**config.mk**
```make
export PLATFORM = sky130hd
export DESIGN_NAME = instr_fetch
export DESIGN_NICKNAME = d
export VERILOG_FILES = /design/src/rtl/instr_fetch.sv
export SDC_FILE = /design/constraint.sdc
export NUM_CORES = 1
export LEC_CHECK = 0
export CORE_ASPECT_RATIO = 1.5
export CORE_MARGIN = 4
export CORE_UTILIZATION = 40
export DETAILED_ROUTE_END_ITERATION = 7
export PLACE_DENSITY = 0.69
export SYNTH_ARGS = -nofsm -noshare
export SYNTH_HDL_FRONTEND = slang
export SYNTH_SLANG_ARGS = --single-unit
```
**constraint.sdc**
```tcl
create_clock -name clk -period 6.88 [get_ports clk]
set_clock_uncertainty 0.15 [all_clocks]
set_input_delay 1.376 -clock clk [delete_from_list [all_inputs] [get_ports clk]]
set_output_delay 1.376 -clock clk [all_outputs]
set_load 0.01 [all_outputs]
```
**src/rtl/instr_fetch.sv**
```systemverilog
`default_nettype none
// ============================================================================
// Module      : instr_fetch
// Description : PC owner and fetch initiator for a zero-latency instruction ROM.
//               Fetched words are buffered in a small FIFO and handed to decode
//               as {pc, instr, fault}. A redirect flushes everything in flight.
//               Optional macro FETCH_STATS_EN adds retired/flushed counters.
// Revision    : 1.0 - initial release
// ============================================================================
module instr_fetch #(
    parameter logic [31:0] RESET_PC   = 32'd0,
    parameter int          IMEM_WORDS = 128,
    parameter int          DEPTH      = 2
) (
    input  logic        clk,
    input  logic        rst_n,
    input  logic        fetch_en,
    output logic [31:0] imem_addr,
    input  logic [31:0] imem_data,
    input  logic        redirect_valid,
    input  logic [31:0] redirect_pc,
    output logic        out_valid,
    input  logic        out_ready,
    output logic [31:0] out_pc,
    output logic [31:0] out_instr,
`ifdef FETCH_STATS_EN
    output logic [31:0] stat_retired,
    output logic [31:0] stat_flushed,
`endif
    output logic        out_fault
);

    localparam int            CW         = $clog2(DEPTH + 1);
    localparam int            IW         = $clog2(DEPTH);
    localparam logic [CW-1:0] c_DEPTH    = CW'(DEPTH);
    localparam logic [32:0]   c_PC_LIMIT = 33'(IMEM_WORDS) * 33'd4;

    logic [31:0]   r_pc;
    logic [CW-1:0] r_count;
    logic          r_valid;
    logic          r_fault_stop;
    logic [31:0]   r_pc_mem    [DEPTH];
    logic [31:0]   r_instr_mem [DEPTH];
    logic          r_fault_mem [DEPTH];

    logic          w_pop;
    logic          w_push;
    logic          w_oob;
    logic [IW-1:0] w_wr_idx;
    logic [CW-1:0] w_count_nxt;

    assign w_pop       = r_valid & out_ready;
    assign w_push      = fetch_en & ~r_fault_stop & ~redirect_valid &
                         ((r_count < c_DEPTH) | w_pop);
    assign w_oob       = ({1'b0, r_pc} >= c_PC_LIMIT);
    // Slot 0 is always the head; a simultaneous pop shifts the tail down one.
    assign w_wr_idx    = IW'(r_count - CW'(w_pop));
    assign w_count_nxt = r_count + CW'(w_push) - CW'(w_pop);

    assign imem_addr = r_pc;
    assign out_valid = r_valid;
    assign out_pc    = r_pc_mem[0];
    assign out_instr = r_instr_mem[0];
    assign out_fault = r_fault_mem[0];

    always_ff @(posedge clk or negedge rst_n) begin
        if (!rst_n) begin
            r_pc         <= RESET_PC;
            r_count      <= '0;
            r_valid      <= 1'b0;
            r_fault_stop <= 1'b0;
            for (int i = 0; i < DEPTH; i++) begin
                r_pc_mem[i]    <= '0;
                r_instr_mem[i] <= '0;
                r_fault_mem[i] <= 1'b0;
            end
        end else if (redirect_valid) begin
            // Redirect wins over any pop offered this cycle.
            r_pc         <= {redirect_pc[31:2], 2'b00};
            r_count      <= '0;
            r_valid      <= 1'b0;
            r_fault_stop <= 1'b0;
        end else begin
            if (w_pop) begin
                for (int i = 0; i < DEPTH - 1; i++) begin
                    r_pc_mem[i]    <= r_pc_mem[i+1];
                    r_instr_mem[i] <= r_instr_mem[i+1];
                    r_fault_mem[i] <= r_fault_mem[i+1];
                end
            end
            if (w_push) begin
                r_pc_mem[w_wr_idx] <= r_pc;
                if (w_oob) begin
                    r_instr_mem[w_wr_idx] <= 32'd0;
                    r_fault_mem[w_wr_idx] <= 1'b1;
                    r_fault_stop          <= 1'b1;
                end else begin
                    r_instr_mem[w_wr_idx] <= imem_data;
                    r_fault_mem[w_wr_idx] <= 1'b0;
                    r_pc                  <= r_pc + 32'd4;
                end
            end
            r_count <= w_count_nxt;
            r_valid <= (w_count_nxt != '0);
        end
    end

`ifdef FETCH_STATS_EN
    logic [31:0] r_stat_retired;
    logic [31:0] r_stat_flushed;
    logic [32:0] w_flushed_sum;

    assign w_flushed_sum = {1'b0, r_stat_flushed} + 33'(r_count);

    always_ff @(posedge clk or negedge rst_n) begin
        if (!rst_n) begin
            r_stat_retired <= '0;
            r_stat_flushed <= '0;
        end else if (redirect_valid) begin
            r_stat_flushed <= w_flushed_sum[32] ? 32'hFFFF_FFFF : w_flushed_sum[31:0];
        end else if (w_pop && (r_stat_retired != 32'hFFFF_FFFF)) begin
            r_stat_retired <= r_stat_retired + 32'd1;
        end
    end

    assign stat_retired = r_stat_retired;
    assign stat_flushed = r_stat_flushed;
`endif

endmodule
`default_nettype wire

```
# After elaboration in Yosys (flattened, before gate mapping)
# Index checks and enable logic that the tools add are counted.
classes:
  addsub: 4
  n_lt_le_gt_ge: 4
  n_eq_ne: 1
  mux: 25
  bitwise: 13
  reduce_logical: 7
op_table:
  columns: ["operator", "count"]
  rows:
  - ["$mux 32", 8]
  - ["$mux 64", 3]
  - ["$bwmux 64", 2]
  - ["$and 64x64->64", 1]
  - ["$not 64->64", 1]
  - ["$add 32x3->32 const B", 1]
  - ["$demux 32 s1", 1]
  - ["$ge 32x10->1 const B", 1]
  - ["$mux 1", 7]
  - ["$mux 2", 3]
  - ["$reduce_and 2->1", 3]
  - ["$reduce_bool 2->1", 3]
  - ["$and 1x1->1", 4]
  - ["$add 2x1->2", 1]
  - ["$and 2x2->2", 1]
  - ["$ge 2x2->1 const B", 1]
  - ["$lt 2x1->1 const B", 1]
  - ["$lt 2x2->1 const B", 1]
  - ["$ne 2x2->1 const B", 1]
  - ["$not 1->1", 2]
  - ["$not 1->2", 1]
  - ["$not 2->2", 1]
  - ["$or 2x2->2", 1]
  - ["$sub 2x1->2", 1]
  - ["other kinds (4)", 4]
word_totals:
  reg_bits: 166
  inputBits: 69
  out_inout_bits: 98
  word_cells: 64

# Logic depth before layout (Yosys ltp)
logic_depth:
  word_depth: 11
  depth_mapped: 9
  ltp_nobuf: 9

# Least setup slack after synthesis
# Ideal clock, no wire load.
synth_path:
  kind: "input -> register"
  startpoint: "in out_ready"
  endpoint: "reg r_valid (netlist: out_valid)"
  setup_time_ns: 0.127
  t_arrival_ns: 2.880
  t_required_ns: 6.603
  path_slack_ns: 3.723
  cell_stages: 8
  n_path_buf: 0
  path_cell_list: "nand2_2 > a211oi_2 > inv_2 > ha_1 > inv_1 > ha_1 > nor2b_1 > or2_2"
synth_via:
  elab_chain_cells: 7
synth_lines:
  columns: ["item", "line_no", "text"]
  rows:
  - ["start: declaration", "23", "input logic out_ready,"]
  - ["$and 1x1->1 (*)", "52", "assign w_pop = r_valid & out_ready;"]
  - ["$or 1x1->1", "54", "((r_count < c_DEPTH) | w_pop);"]
  - ["$and 1x1->1", "53", "assign w_push = fetch_en & ~r_fault_stop & ~redirect_valid &"]
  - ["$add 2x1->2", "58", "assign w_count_nxt = r_count + CW'(w_push) - CW'(w_pop);"]
  - ["$sub 2x1->2 (*)", "58", null]
  - ["$reduce_bool 2->1 (*)", "104", "r_valid <= (w_count_nxt != '0);"]
  - ["$mux 1 (*)", "77", "end else if (redirect_valid) begin"]
  - ["end signal: assignment", "104", null]
  - ["end: declaration", "40", "logic r_valid;"]
# Mark *: on every way between the ends. The rest lies on a longest branch, timed or not.
# A chain may end at the register's enable or synchronous reset.

# Worst setup path after layout
layout_path:
  startpoint: "in redirect_valid"
  endpoint: "reg r_instr_mem, in the netlist out_instr[22]"
layout_via:
  elab_chain_cells: 4
layout_lines:
  columns: ["item", "line_no", "text"]
  rows:
  - ["start: declaration", "20", "input logic redirect_valid,"]
  - ["$not 1->1 (no line)", null, null]
  - ["$and 1x1->1 (2 in series)", "53", null]
  - ["$mux 64", "91", "if (w_push) begin"]
  - ["end signal: indexed assignment", "87", "r_instr_mem[i] <= r_instr_mem[i+1];"]
  - ["end signal: indexed assignment", "98", "r_instr_mem[w_wr_idx] <= imem_data;"]
  - ["end: declaration", "43", "logic [31:0] r_instr_mem [DEPTH];"]
# Parallel ways exist; a longest one is shown, timed or not.

==> out/qor.tcl <==
set qor(status) {finished clean}
set qor(crit_arrival_ns) 4.25
set qor(layout_worst_path_cycle_share_pct) 58.9
set qor(max_freq_ghz) 0.247
set qor(netlist.top_cell.by_area) {sky130_fd_sc_hd__dfrtp_1}
set qor(routed-via-count) 5029
set qor(async_reset_ff_share_pct) 100
set qor(number_of_max_slew_violations_in_the_final_report) 0
set qor(postLayoutSetupSlackWorst_ns) 2.83
set qor(worst-slew-pin-transition_ns) 1.04
set qor(initial_utilization_pct) 40.6
set qor(first_pass_iters) 5
set qor(vias_per_cell) 5.21
set qor(detail_route.wirelength_um) 16700
set qor(largest_net_degree_at_the_start_of_global_routing) 99
set qor(largest_family_of_logic_cells_by_synthesized_area) {multiplexers}
set qor(fill_cells) 1602
set qor(dieHeight_um) 173
set qor(finalSetupViolations) 0
set qor(tritoncts.num_buffers) 17
set qor(worst-endpoint-required_ns) 7.08
set qor(post-synth-top-area-fraction_pct) 55.6
set qor(worst_setup_path_end_kind) {register}
set qor(most_repeated_cell_in_the_gate_level_netlist_after_synthesis) {sky130_fd_sc_hd__dfrtp_1}
set qor(vdd_ir_drop_max_uv) 158
set qor(io_pins) 167
set qor(cts.repair.resized) 0
set qor(netlist_area_um2) 7290
set qor(antenna_found_initial) 1
set qor(worst-path-max-fanout) 60
set qor(placement.io_buffers) 162
set qor(post_cts.repair.setup_buffers) 0
set qor(power.leakage_nw) 4.09
set qor(ctsHtreeMaxLevel) 4
set qor(yosys_register_bits) 162
set qor(area_taken_by_flip_flops_and_latches_um2) 4050
set qor(synth-edff-count) 0
set qor(setup-tns-final_ns) 0
set qor(globalRoute.totalOverflow) 0
set qor(postSynthCellCount) 647
set qor(clkTransAtPathRegs_ns) 0.06
set qor(clock_path_buffers) 2
set qor(grt_first_pass_wirelength_um) 27400
set qor(drive_above_1_share_pct) 13.8
set qor(path_cells) {buf_2, a211oi_2, inv_2, a2bb2oi_4, buf_4, a222oi_1, inv_1}
set qor(critical-path-slowest-cell) {sky130_fd_sc_hd__a2bb2oi_4}
set qor(route.detailed.wl_per_inst_um) 17.3
set qor(total_area_of_multi_input_combinational_cells_um2) 2440
set qor(floorplan.die.width_um) 118
set qor(flow.area_growth_from_synthesis_pct) 25.5
set qor(hold_path.class) {register to register}
set qor(maxCapViolations) 0
set qor(syn-mean-instance-area_um2) 11.3
set qor(rsz0062_at_grt) {false}
set qor(report.power.total_mw) 2.91
set qor(post_synth_fa_ha_maj_area_fraction_pct) 0.686
set qor(global_route.usage.total_pct) 16.6
set qor(ys_seq_area_share_pct) 55.6
set qor(placementRows) 60
set qor(power_density_nw_per_um2) 318
set qor(setup.worst_path.class) {primary input to register}
set qor(via_count_of_the_first_global_routing_pass) 5387
set qor(slowest_delay_ns) 0.71
set qor(detail_route.iter0.violations) 470
set qor(remaining_drc_errors) 0
set qor(synth.mux.area_fraction_pct) 12.0
set qor(finalWeightedCongestion) 0.774
set qor(antenna_violating_nets_post_route) 0
set qor(synthTopCellsByArea) {sky130_fd_sc_hd__dfrtp_1 (56%), sky130_fd_sc_hd__mux2_2 (7.7%), sky130_fd_sc_hd__buf_4 (7.2%), sky130_fd_sc_hd__nand2_1 (5.3%), sky130_fd_sc_hd__a222oi_1 (4.4%)}
set qor(placeableCoreArea_um2) 17900
set qor(clock_sink_count) 162
set qor(cpLargestDelayFamily) {buffers and inverters}
set qor(tritoncts_clock_tree) {done}
set qor(synthesis.yosys.warnings) 0
set qor(clk-insertion-delay-late_ns) 0.41
set qor(slew-limit-headroom_pct) 30.9
set qor(ys_dominant_reg_cell) {sky130_fd_sc_hd__dfrtp_1}
set qor(ys_top_cells_by_count) {sky130_fd_sc_hd__dfrtp_1 (162), sky130_fd_sc_hd__nand2_1 (102), sky130_fd_sc_hd__buf_4 (70)}
set qor(dp_slack_ns) 2.38
set qor(placement_stage_cell_area_um2) 8580
set qor(holdWs_ns) 0.330
set qor(net_count_of_the_finished_layout) 806
set qor(hold_viol) 0
set qor(final_period_minus_worst_setup_slack_ns) 4.05
set qor(detailedPlacementHpwl_um) 11200
set qor(post_cts_hold_buffer_count) 0
set qor(cp.buffers_inverters) 4
set qor(synth-xor-area-share_pct) 0.721
set qor(synth-compound-area-share_pct) 10.7
set qor(die_area_um2) 20500
set qor(post_synth_and_or_nand_nor_area_fraction_pct) 8.68
set qor(fin_area_um2) 9150
set qor(timing.critical_path.from_type) {primary input}
set qor(synth_unique_cells) 43
set qor(clock-root-buffer) {sky130_fd_sc_hd__clkbuf_16}
-- cells by family (layout without fill, tap and decap cells) --
| group | after synthesis | in the layout |
|---|---|---|
| flip-flops | 162 | 162 |
| buffers and inverters | 142 | 240 |
| AND/OR/NAND/NOR | 137 | 137 |
| AO/OA/AOI/OAI | 114 | 114 |
| multiplexers | 81 | 81 |
| XOR/XNOR | 6 | 6 |
| adder cells (fa/ha/maj) | 4 | 4 |
| other | 1 | 4 |
-- cell usage in the layout, fill, tap and decap left out, types with 5 or more instances in the layout --
cell / n
sky130_fd_sc_hd__nor4_1: 7
sky130_fd_sc_hd__nor2_1: 6
sky130_fd_sc_hd__nand2_1: 101
sky130_fd_sc_hd__inv_1: 39
sky130_fd_sc_hd__buf_4: 6
sky130_fd_sc_hd__xnor2_1: 5
sky130_fd_sc_hd__clkbuf_16: 17
sky130_fd_sc_hd__dfrtp_1: 162
sky130_fd_sc_hd__mux2_2: 50
sky130_fd_sc_hd__o21ai_0: 64
sky130_fd_sc_hd__mux2i_1: 31
sky130_fd_sc_hd__a222oi_1: 32
sky130_fd_sc_hd__clkdlybuf4s50_1: 160
-- metal layers --
layer  share of wire, %  track usage (%)  vias to the layer above
met5                  0                0                        -
met4                2.1             7.19                        0
met3                4.5             4.11                       18
met2                 54             30.1                      133
met1                 39             18.3                     2520
li1                   -                -                     2358
-- per-stage QoR --
stage | cells | utilization, %
after floorplan | 648 | -
after global placement | 931 | 47.8
after detailed placement | 931 | 47.8
after CTS | 963 | 51.0
after global routing | 964 | 51.0
final | 965 | 51.0
-- where the power goes --
group,internal [mW],total (mW),switching [mW]
logic,0.389,0.734,0.345
registers,1.15,1.27,0.126
clock network,0.520,0.900,0.380
-- area by class of cell --
cell class / count / area share, %
multi-input cells: 344 / 26.7
repair buffers: 168 / 18.2
well taps: 217 / 2.97
clock buffers: 21 / 5.03
clock inverters: 11 / 1.15
diodes: 2 / 0.0547
inverters: 40 / 1.64
flip-flops and latches: 162 / 44.3
-- worst reg2reg max path: stages (launching register included) --
cell                        delay, ns
sky130_fd_sc_hd__dfrtp_1         0.39
sky130_fd_sc_hd__nand2_2         0.18
sky130_fd_sc_hd__a211oi_2        0.15
sky130_fd_sc_hd__inv_2           0.30
sky130_fd_sc_hd__a2bb2oi_4       0.71
sky130_fd_sc_hd__buf_4           0.63
sky130_fd_sc_hd__a222oi_1        0.27
sky130_fd_sc_hd__inv_1           0.09
-- flip-flops by register name, indices dropped and copies added, names as in the netlist --
name	flops
r_pc_mem	30
r_instr_mem	32
r_fault_stop	1
out_fault	1
imem_addr	30
out_valid	1
out_pc	32
r_fault_mem	1
out_instr	32
r_count	2
-- path summary, 6_finish.rpt --
check / depth (start not counted) / start / slack [ns] / endpoint
max: 7 / redirect_valid / 2.83 / out_instr[22]
min: 2 / out_pc[24] / 0.33 / out_pc[24]
max reg2reg: 7 / out_valid / 3.96 / out_instr[22]
min reg2reg: 2 / out_pc[24] / 0.33 / out_pc[24]
max in group asynchronous: 2 / rst_n / 4.19 / out_instr[29]
min in group asynchronous: 1 / rst_n / 0.84 / imem_addr[23]
Power figures use the tool's default switching activity.
